==> config.mk <==
export PLATFORM = sky130hd
export DESIGN_NAME = operand_fetch
export DESIGN_NICKNAME = d
export VERILOG_FILES = /design/src/rtl/operand_fetch.sv
export SDC_FILE = /design/constraint.sdc
export NUM_CORES = 1
export LEC_CHECK = 0
export ABC_AREA = 0
export CAP_MARGIN = 10
export CORE_ASPECT_RATIO = 0.8
export CORE_MARGIN = 2
export CORE_UTILIZATION = 43
export DETAILED_ROUTE_END_ITERATION = 8
export PLACE_DENSITY = 0.9
export SLEW_MARGIN = 20
export SYNTH_ARGS = -nofsm -noshare
export SYNTH_HDL_FRONTEND = slang
export SYNTH_SLANG_ARGS = --single-unit
==> constraint.sdc <==
create_clock -name clk -period 3.85 [get_ports clk]
set_input_delay 0.77 -clock clk [delete_from_list [all_inputs] [get_ports clk]]
set_output_delay 0.77 -clock clk [all_outputs]
set_load 0.005 [all_outputs]
==> src/rtl/operand_fetch.sv <==
// operand_fetch: issue stage that reads the regfile, bypasses writeback data, tracks pending rd in a scoreboard and presents operand bundles to execute.
// Optional macro OPFETCH_WB_BYPASS_EN: forward the current writeback to operands and release hazards in the writeback cycle.
module operand_fetch #(
    parameter int ADDR_SIZE = 5,
    parameter int CELL_SIZE = 32,
    parameter int TAG_W     = 32
) (
    input  logic                 clk,
    input  logic                 reset_n,
    input  logic                 in_valid,
    output logic                 in_ready,
    input  logic [ADDR_SIZE-1:0] in_rs1,
    input  logic [ADDR_SIZE-1:0] in_rs2,
    input  logic [ADDR_SIZE-1:0] in_rd,
    input  logic                 in_rd_we,
    input  logic [TAG_W-1:0]     in_tag,
    output logic [ADDR_SIZE-1:0] rf_r1,
    output logic [ADDR_SIZE-1:0] rf_r2,
    input  logic [CELL_SIZE-1:0] rf_r1data,
    input  logic [CELL_SIZE-1:0] rf_r2data,
    input  logic                 wb_valid,
    input  logic [ADDR_SIZE-1:0] wb_rd,
    input  logic [CELL_SIZE-1:0] wb_data,
    output logic                 out_valid,
    input  logic                 out_ready,
    output logic [CELL_SIZE-1:0] out_rs1data,
    output logic [CELL_SIZE-1:0] out_rs2data,
    output logic [ADDR_SIZE-1:0] out_rd,
    output logic                 out_rd_we,
    output logic [TAG_W-1:0]     out_tag
);
    localparam int NREG = 2 ** ADDR_SIZE;
`ifdef OPFETCH_WB_BYPASS_EN
    localparam bit BYPASS = 1'b1;
`else
    localparam bit BYPASS = 1'b0;
`endif

    logic                 s1_valid_q, s1_valid_d;
    logic [ADDR_SIZE-1:0] s1_rs1_q, s1_rs2_q, s1_rd_q;
    logic                 s1_rd_we_q;
    logic [TAG_W-1:0]     s1_tag_q;
    logic [NREG-1:0]      pending_q, pending_d;
    logic                 lw_valid_q;
    logic [ADDR_SIZE-1:0] lw_rd_q;
    logic [CELL_SIZE-1:0] lw_data_q;
    logic                 cn1, cn2, cnd, lw1, lw2, hazard, issue, load;

    // Hazard detection, operand select, handshake and regfile addressing
    always_comb begin
        cn1         = BYPASS && wb_valid && (wb_rd == s1_rs1_q);
        cn2         = BYPASS && wb_valid && (wb_rd == s1_rs2_q);
        cnd         = BYPASS && wb_valid && (wb_rd == s1_rd_q);
        lw1         = lw_valid_q && (lw_rd_q == s1_rs1_q);
        lw2         = lw_valid_q && (lw_rd_q == s1_rs2_q);
        hazard      = ((s1_rs1_q != '0) && pending_q[s1_rs1_q] && !cn1) ||
                      ((s1_rs2_q != '0) && pending_q[s1_rs2_q] && !cn2) ||
                      (s1_rd_we_q && (s1_rd_q != '0) && pending_q[s1_rd_q] && !cnd);
        out_valid   = s1_valid_q && !hazard;
        issue       = out_valid && out_ready;
        in_ready    = !s1_valid_q || issue;
        load        = in_valid && in_ready;
        rf_r1       = (load && reset_n) ? in_rs1 : s1_rs1_q;
        rf_r2       = (load && reset_n) ? in_rs2 : s1_rs2_q;
        out_rs1data = (s1_rs1_q == '0) ? '0 : cn1 ? wb_data : lw1 ? lw_data_q : rf_r1data;
        out_rs2data = (s1_rs2_q == '0) ? '0 : cn2 ? wb_data : lw2 ? lw_data_q : rf_r2data;
        out_rd      = s1_rd_q;
        out_rd_we   = s1_rd_we_q;
        out_tag     = s1_tag_q;
        s1_valid_d  = load ? 1'b1 : issue ? 1'b0 : s1_valid_q;
    end

    // Scoreboard next state: writeback clears, issue sets, set applied last so it wins
    always_comb begin
        pending_d = pending_q;
        if (wb_valid) pending_d[wb_rd] = 1'b0;
        if (issue && s1_rd_we_q) pending_d[s1_rd_q] = 1'b1;
        pending_d[0] = 1'b0;
    end

    // Holding slot, scoreboard and last-write capture
    always_ff @(posedge clk or negedge reset_n) begin
        if (!reset_n) begin
            s1_valid_q <= 1'b0;
            s1_rs1_q   <= '0;
            s1_rs2_q   <= '0;
            s1_rd_q    <= '0;
            s1_rd_we_q <= 1'b0;
            s1_tag_q   <= '0;
            pending_q  <= '0;
            lw_valid_q <= 1'b0;
            lw_rd_q    <= '0;
            lw_data_q  <= '0;
        end else begin
            s1_valid_q <= s1_valid_d;
            pending_q  <= pending_d;
            lw_valid_q <= wb_valid;
            lw_rd_q    <= wb_rd;
            lw_data_q  <= wb_data;
            if (load) begin
                s1_rs1_q   <= in_rs1;
                s1_rs2_q   <= in_rs2;
                s1_rd_q    <= in_rd;
                s1_rd_we_q <= in_rd_we;
                s1_tag_q   <= in_tag;
            end
        end
    end
endmodule

After elaboration in Yosys (flattened, before gate mapping)
Index checks and enable logic that the tools add are counted.
{ "word_totals": {"mem_count": 0, "mem_bits_ro": 0, "latch_bits": 0, "ramBits": 0, "in_bits": 154, "register_bits": 118, "word_cells": 65} }
{ "op_classes": {"n_bitwise": 3, "n_reduce_logical": 24, "div": 0, "addsub": 0, "n_eq_ne": 2, "n_shift": 0, "n_mul": 0, "magnitude_cmp": 6, "muxes": 20} }
{ "op_table": {"columns": ["op", "n"], "rows": [
  ["$mux 32", 6],
  ["$and 32x32->32", 1],
  ["$not 32->32", 1],
  ["$or 32x32->32", 1],
  ["$lt 5x6->1 const B", 4],
  ["$bmux 1 s5", 3],
  ["$reduce_bool 5->1", 3],
  ["$logic_and 1x1->1", 13],
  ["$demux 1 s5", 2],
  ["$eq 5x5->1", 2],
  ["$ge 5x1->1 const B", 2],
  ["$logic_not 5->1", 2],
  ["$mux 5", 2],
  ["$mux 1", 7],
  ["$logic_or 1x1->1", 3],
  ["$logic_not 1->1", 2],
  ["$reduce_bool 2->1", 1]
]} }

Longest topological paths before layout
Gate-level depths: netlist of run 1.
{ "depth": {"ltp_word": 12, "mapped_depth": 11} }

Worst setup path after synthesis of run 1
No wires, ideal clock.
{ "synth_timing": {"kind": "flip-flop to output port", "startpoint": "register s1_rs2_q[0]", "endpoint": "output rf_r1[0]", "stages_incl_launch_ff": 11, "path_slack_ps": 697, "n_path_buf": 3, "t_arrival_ps": 2383, "required_time_ps": 3080, "path_cell_list": "dfrtp_1 -> buf_2 -> mux4_2 -> mux2i_1 -> nand3b_1 -> nand4_1 -> and4_4 -> a31oi_4 -> buf_6 -> buf_2 -> o31ai_1"} }
{ "synth_via": {"elab_chain_len": 12} }
{ "synth_rtl": {"columns": ["item", "line", "rtl"], "rows": [
  ["from (decl)", "40", "logic [ADDR_SIZE-1:0] s1_rs1_q, s1_rs2_q, s1_rd_q;"],
  ["from (signal assigned)", "102", "s1_rs2_q <= in_rs2;"],
  ["$bmux 1 s5", "57", "((s1_rs2_q != '0) && pending_q[s1_rs2_q] && !cn2) ||"],
  ["$mux 1 (not written as such)", "57", null],
  ["$logic_and 1x1->1 *", "57", null],
  ["$logic_or 1x1->1 *", "56", "hazard = ((s1_rs1_q != '0) && pending_q[s1_rs1_q] && !cn1) ||"],
  ["$logic_or 1x1->1 *", "57", null],
  ["$logic_not 1->1 *", "59", "out_valid = s1_valid_q && !hazard;"],
  ["$logic_and 1x1->1 *", "59", null],
  ["$logic_and 1x1->1 *", "60", "issue = out_valid && out_ready;"],
  ["$logic_or 1x1->1 *", "61", "in_ready = !s1_valid_q || issue;"],
  ["$logic_and 1x1->1 *", "62", "load = in_valid && in_ready;"],
  ["$logic_and 1x1->1 *", "63", "rf_r1 = (load && reset_n) ? in_rs1 : s1_rs1_q;"],
  ["$mux 5 *", "63", null],
  ["to (decl)", "17", "output logic [ADDR_SIZE-1:0] rf_r1,"]
]} }
Mark *: on every way between the ends. The rest lies on a longest branch, timed or not. The select of a mux whose other input is x is not followed.

Final worst setup path of run 1
{ "layout_timing": {"startpoint": "register s1_rd_q[0], in the netlist out_rd[0]", "endpoint": "output rf_r1[2]"} }
{ "layout_via": {"elab_chain_len": 11} }
{ "layout_rtl": {"columns": ["item", "line", "rtl"], "rows": [
  ["from (decl)", "40", null],
  ["from (signal assigned)", "103", "s1_rd_q <= in_rd;"],
  ["$bmux 1 s5 or $reduce_bool 5->1 (tied branches)", "58", "(s1_rd_we_q && (s1_rd_q != '0) && pending_q[s1_rd_q] && !cnd);"],
  ["$mux 1 (not written as such) or $logic_and 1x1->1 (tied branches)", "58", null],
  ["$logic_and 1x1->1 *", "58", null],
  ["$logic_or 1x1->1 *", "57", null],
  ["$logic_not 1->1 *", "59", null],
  ["$logic_and 1x1->1 *", "59", null],
  ["$logic_and 1x1->1 *", "60", null],
  ["$logic_or 1x1->1 *", "61", null],
  ["$logic_and 1x1->1 *", "62", null],
  ["$logic_and 1x1->1 *", "63", null],
  ["$mux 5 *", "63", null]
]} }
Marks and branches as above.

==> impl_metrics.tcl, run 1 <==
set metrics [dict create \
    status "finished, final reports clean" \
    dp.cells 993 \
    drive_above_1_share_pct 19.4 \
    nFillCells 1006 \
    grt_pass1_vias 6024 \
    htreeDepth 4 \
    crit_arrival_ns 3.01 \
    finClkSkew_ns 0.00936 \
    hpwl_mm 16.2 \
    grt_setup_unrepaired "yes" \
    p_leak_nw 3.99 \
    gp_congestion 0.982 \
    clock-root-buffer "clkbuf_16" \
    layout.cells.non_filler 1036 \
    avgSynthCellArea_um2 11.3 \
    antenna_found_initial 2 \
    ios 268 \
    worstPathRequired_ns 3.08 \
    die_y_um 112 \
    cp_max_fo 7 \
    clock_path_buffers 2 \
    num_rows 39 \
    drt_iter0_drc 609 \
    setup_viol 0 \
    nets 991 \
    globalRouteTotalUtil_pct 28.5 \
    wl_mm 22.4 \
    synth-edff-count 0 \
    start_kind "register" \
    hold_viol_final 0 \
    r2r_setup_slack_ns 0.74 \
    period_share_pct 98.1 \
    synth_cell_types 48 \
    die_area_um2 15600 \
    grt_max_degree 76 \
    peakVddDrop_v 0.000533 \
    rr_worst_depth 11 \
    numClockSinks 118 \
    ys.flop_type "dfrtp_1" \
    max-slew-margin-rel_pct 37.0 \
    end_kind "output pin" \
    maxCapViolCount 0 \
    worst_pin_slew_ns 0.945 \
    syn_to_final_growth_pct 58.0 \
    routedWlPerCell_um 21.6 \
    hp-class "input port to async pin" \
    synth_fp_nets 708 \
    fin_worst_hold_slack_ns 0.195 \
    io_buffers 267 \
    initial_utilization_pct 43.9 \
    yosysWarnings 0 \
    cts_tree "done" \
    synth-seq-area-share_pct 47.0 \
    timing.final.crit_period_ns 3.78 \
    clk_pin_slew_ns 0.06 \
    critical_path_class "register to output pin" \
    clk_latency_ns 0.42 \
    via_count 5935 \
    fp.dieW_um 139 \
    vias_per_cell 5.73 \
    synth_area_um2 6280 \
    synth_cells 554 \
    power_density_nw_per_um2 714 \
    ys_ff_latch 118 \
    drcViolationCount 0 \
    r2r_start "out_rd[0]" \
    async_flop_share_pct 100 \
    cts_buffers 17 \
    core_um2 14300 \
    timing.fmax_ghz 0.265 \
    ant_nets 0 \
    grt_pass1_wl_mm 34.2 \
    reg2reg_to "out_rd[0]" \
    dr.pass1.iters 7 \
    grt_overflow 0 \
    ctsHoldBuffers 0 \
    maxSlewViolCount 0 \
]
==> per-stage QoR <==
stage                     utilization (%)  power (mW)  worst slack, ns  setup TNS (ns)  instance area [um2]
after global placement               64.4        5.19            0.147               0                 9210
after floorplan                         -        3.68            0.697               0                 6280
after detailed placement             64.4        5.28           0.0979               0                 9210
final                                69.4        7.09           0.0743               0                 9920
after CTS                            69.0        6.94           0.0140               0                 9860
after global routing                 69.4        7.41          -0.0232         -0.0442                 9920
==> power breakdown <==
part | leakage (nW) | internal [mW] | switching, mW | total (mW)
Clock | 0.264 | 0.916 | 0.579 | 1.49
Sequential | 1.43 | 1.65 | 0.491 | 2.14
Combinational | 2.29 | 1.98 | 1.47 | 3.45
==> repair_timing <==
item                       CTS  global route
setup buffers                6             2
pin swaps                    8            13
resized for setup           24            24
cloned                       1             0
setup endpoints to repair   12            44
==> critical path, stage by stage, from the launching register on <==
cell	delay [ns]
dfrtp_2	0.43
buf_12	0.14
buf_4	0.17
mux2i_1	0.13
o22ai_1	0.22
a22oi_1	0.10
a211o_1	0.34
and4_4	0.20
buf_4	0.14
a31oi_4	0.36
o31ai_1	0.11
clkdlybuf4s15_1	0.23
==> kinds of logic (layout without fill, tap and decap cells) <==
logic type	after synthesis	in the layout	synth area share, %
DFF	118	118	47.0
xor gates and xnor gates	10	10	1.40
muxes	144	144	27.9
other	0	2	0
and+or+nand+nor	133	133	10.3
buffers and inverters	49	344	3.61
AOI/OAI and AO/OA	100	101	9.78
==> cell usage in the layout (no fill, tap or decap), types with 9 or more instances in the layout <==
cell,count
inv_1,13
nand3_1,10
clkbuf_16,17
nand2_1,13
mux2_2,41
buf_4,28
o211ai_1,10
dfrtp_1,112
o21ai_0,62
mux4_2,17
nand3b_1,11
clkdlybuf4s50_1,255
nor2_1,73
mux2i_1,77
mux2_4,9
==> how the worst max path moves through the flow <==
stage | start | depth (start not counted) | to | slack [ns]
5_1_grt | s1_rs2_q[0] | 9 | rf_r1[2] | -0.02
3_3_place_gp | s1_rs2_q[0] | 8 | rf_r2[0] | 0.15
2_1_floorplan | s1_rs2_q[0] | 10 | rf_r1[0] | 0.70
4_1_cts | s1_rs2_q[0] | 9 | out_valid | 0.01
3_5_place_dp | s1_rs2_q[0] | 8 | rf_r2[0] | 0.1
6_report | out_rd[0] | 11 | rf_r1[2] | 0.07
==> flip-flops by register name, indices dropped and copies added (netlist names) <==
register and cells:
pending_q 31, s1_rs2_q 5, lw_data_q 32, lw_valid_q 1, out_rd 5, s1_rs1_q 5
lw_rd_q 5, out_tag 32, out_rd_we 1, s1_valid_q 1
==> per-layer routing <==
metal / share of wire [%] / global-route usage [%] / up-vias / wire [um]
li1: - / - / 2587 / -
met1: 36 / 33.0 / 2845 / 7980
met2: 50 / 49.3 / 414 / 11200
met3: 9.7 / 8.15 / 89 / 2160
met4: 4.5 / 13.0 / 0 / 1010
met5: 0 / 0 / - / 0
==> cell type report <==
type | count | area (um2) | share of cell area, %
Antenna cell | 2 | 5.00 | 0.0505
Clock inverter | 12 | 105 | 1.06
Timing Repair Buffer | 298 | 2910 | 29.3
Inverter | 14 | 52.6 | 0.530
Multi-Input combinational cell | 388 | 3200 | 32.3
Clock buffer | 20 | 457 | 4.60
Tap cell | 184 | 230 | 2.32
Sequential cell | 118 | 2960 | 29.8
==> Yosys cell counts (2+ instances only) <==
library cell | instances | share of area [%]
nor2_1 | 73 | 4.4
buf_2 | 9 | 0.72
nand4_1 | 2 | 0.20
dfrtp_1 | 118 | 47
nor2b_1 | 4 | 0.40
and3_1 | 2 | 0.20
mux4_2 | 17 | 6.1
clkbuf_1 | 16 | 0.96
xor2_1 | 8 | 1.1
or3b_2 | 3 | 0.42
xnor2_1 | 2 | 0.28
o31ai_1 | 10 | 1.2
a311oi_1 | 2 | 0.28
o211ai_1 | 10 | 1.2
mux2_4 | 9 | 2.2
nand3_1 | 10 | 0.80
buf_1 | 5 | 0.30
inv_1 | 13 | 0.78
or3_1 | 2 | 0.20
a211oi_1 | 2 | 0.24
o22ai_1 | 2 | 0.20
a22oi_1 | 2 | 0.24
mux2_2 | 41 | 7.4
nor4_1 | 2 | 0.20
nor4b_1 | 3 | 0.42
mux2i_1 | 77 | 12
o21ai_0 | 64 | 5.1
buf_6 | 4 | 0.72
nand2_1 | 13 | 0.78
nand3b_1 | 11 | 1.3
Note: power is estimated with default switching activity, not from simulation.
==> run 2: changes to the inputs <==
--- a/config.mk
+++ b/config.mk
@@ -12,7 +12,6 @@
 export CORE_UTILIZATION = 43
 export DETAILED_ROUTE_END_ITERATION = 8
 export PLACE_DENSITY = 0.9
-export SLEW_MARGIN = 20
 export SYNTH_ARGS = -nofsm -noshare
 export SYNTH_HDL_FRONTEND = slang
 export SYNTH_SLANG_ARGS = --single-unit
==> results of run 2 <==
No change in the layout: final DEF, timing and power equal those of run 1.
==> run 3: changes to the inputs <==
--- a/config.mk
+++ b/config.mk
@@ -9,9 +9,10 @@
 export CAP_MARGIN = 10
 export CORE_ASPECT_RATIO = 0.8
 export CORE_MARGIN = 2
-export CORE_UTILIZATION = 43
+export CORE_UTILIZATION = 58
 export DETAILED_ROUTE_END_ITERATION = 8
-export PLACE_DENSITY = 0.9
+export DONT_BUFFER_PORTS = 1
+export PLACE_DENSITY = 0.83
 export SYNTH_ARGS = -nofsm -noshare
 export SYNTH_HDL_FRONTEND = slang
 export SYNTH_SLANG_ARGS = --single-unit
==> run 3 against run 2 <==
Compared with the run above:
- critical path type unchanged
- core utilization decreased by 0.31 points
- highest routed layer unchanged
- via count fell by 17%
- die area down 25%
- hold slack got worse by 0.14 ns
- combinational power is 34% lower
- critical path depth is 3 lower
- fmax up 1.5%
==> impl_metrics.tcl, run 3 (synthesis gave the netlist of run 1 again) <==
set metrics [dict create \
    period_share_pct 96.7 \
    p_leak_nw 2.94 \
    slowest_delay_ns 0.48 \
    die_y_um 97.1 \
    worst_pin_slew_ns 0.545 \
    setup_ws_ns 0.128 \
    grt_pass1_vias 4922 \
    grt_max_degree 122 \
    clock_path_buffers 2 \
    core_um2 10400 \
    ios 268 \
    gp_congestion 0.953 \
    worstPathRequired_ns 3.08 \
    crit_arrival_ns 2.95 \
    status "finished, final reports clean" \
    antenna_found_initial 2 \
    grt_pass1_wl_mm 28.6 \
    hp-class "input port to async pin" \
    path_cells "buf_6, mux4_2, a221oi_1, a211o_1, and4_4, a31oi_4, o31ai_1, buf_4" \
    nets 723 \
    numClockSinks 118 \
    htreeDepth 4 \
    globalRouteTotalUtil_pct 32.4 \
    maxSlewViolCount 0 \
    pre_cts_ws_ns 0.180 \
    setup_viol 0 \
    critical_path_class "register to output pin" \
    start_kind "register" \
    vias_per_cell 6.79 \
    drcViolationCount 0 \
    grt_overflow 0 \
    dr.pass1.iters 5 \
    routedWlPerCell_um 26.0 \
    cp_slowest_cell "mux4_2" \
    layout.cells.non_filler 725 \
    clock-root-buffer "clkbuf_16" \
    via_count 4924 \
    maxCapViolCount 0 \
    cp_max_fo 7 \
    num_rows 33 \
    drive_above_1_share_pct 26.1 \
    wl_mm 18.8 \
    fp.dieW_um 120 \
    finClkSkew_ns 0.00588 \
    initial_utilization_pct 60.3 \
    cts_tree "done" \
    nFillCells 706 \
    drt_iter0_drc 419 \
    timing.final.crit_period_ns 3.72 \
    max-slew-margin-rel_pct 63.6 \
    syn_to_final_growth_pct 14.5 \
    clk_latency_ns 0.41 \
    final_common_cell "dfrtp_1" \
    power_density_nw_per_um2 852 \
    end_kind "output pin" \
    final_cell_mix "dfrtp_1, mux2i_1, nor2_1" \
    timing.fmax_ghz 0.269 \
    clk_pin_slew_ns 0.06 \
    die_area_um2 11700 \
    hold_viol_final 0 \
    ant_nets 0 \
    cts_buffers 17 \
    io_buffers 0 \
    hpwl_mm 13.8 \
    dp.cells 683 \
    peakVddDrop_v 0.000667 \
]
run 3: critical path, delay by kind of cell, from the launching register on:
| family | cells | cell delay, ns |
|---|---|---|
| compound gates | 4 | 0.97 |
| mux | 1 | 0.48 |
| flops | 1 | 0.47 |
| buf+inv | 2 | 0.36 |
| simple gates | 1 | 0.27 |
run 3: area by class of cell:
class                      count  area (um2)  area share, %
tap                          140         175           2.44
inverter                      14        52.6          0.731
timing repair buffer          31         254           3.53
clock buffer                  18         439           6.11
sequential                   118        2960           41.2
clock inverter                14         165           2.30
antenna                        3        7.51          0.104
multi-input combinational    387        3130           43.5
run 3: final timing paths:
path / start / endpoint / slack (ns) / cells after the start
worst max-delay path: out_rd[0] / rf_r2[0] / 0.13 / 8
worst max register to register: s1_rs1_q[0] / out_tag[25] / 0.78 / 11
min in group clk: wb_data[17] / lw_data_q[17] / 0.38 / 0
max in group asynchronous: reset_n / s1_rs2_q[0] / 3.63 / 0
worst min-delay path: reset_n / pending_q[20] / 0.05 / 0
worst min register to register: out_tag[29] / out_tag[29] / 0.54 / 1
run 3: power breakdown:
group	leakage, nW	internal (mW)	switching [mW]
Combinational	1.21	1.19	1.07
Clock	0.290	0.987	0.618
Sequential	1.43	1.65	0.606
run 3: timing repair:
| action | 4_1_cts | 5_1_grt |
|---|---|---|
| resized for setup | 6 | 10 |
| hold buffers | 0 | 0 |
| endpoints found under the setup margin | 10 | 9 |
| pin swaps | 1 | 1 |
| buffers inserted | 4 | 3 |
run 3: layer usage:
metal	vias to the layer above	track usage [%]	share of wire, %
met1	2416	40.2	36
met5	-	0	0
met3	67	11.4	12
met4	0	12.4	3.9
li1	2050	-	-
met2	391	52.5	49
run 3: per-stage QoR:
step	TNS, ns	power, mW	area (um2)	util, %	hold WS [ns]
final	0	6.12	7190	69.1	0.0512
after global routing	-0.00383	6.41	7190	69.1	0.0282
after detailed placement	0	4.36	6470	62.2	0.477
after global placement	0	4.28	6470	62.2	0.477
after floorplan	0	3.68	6280	-	0.474
after CTS	0	6.02	7110	68.4	0.0386
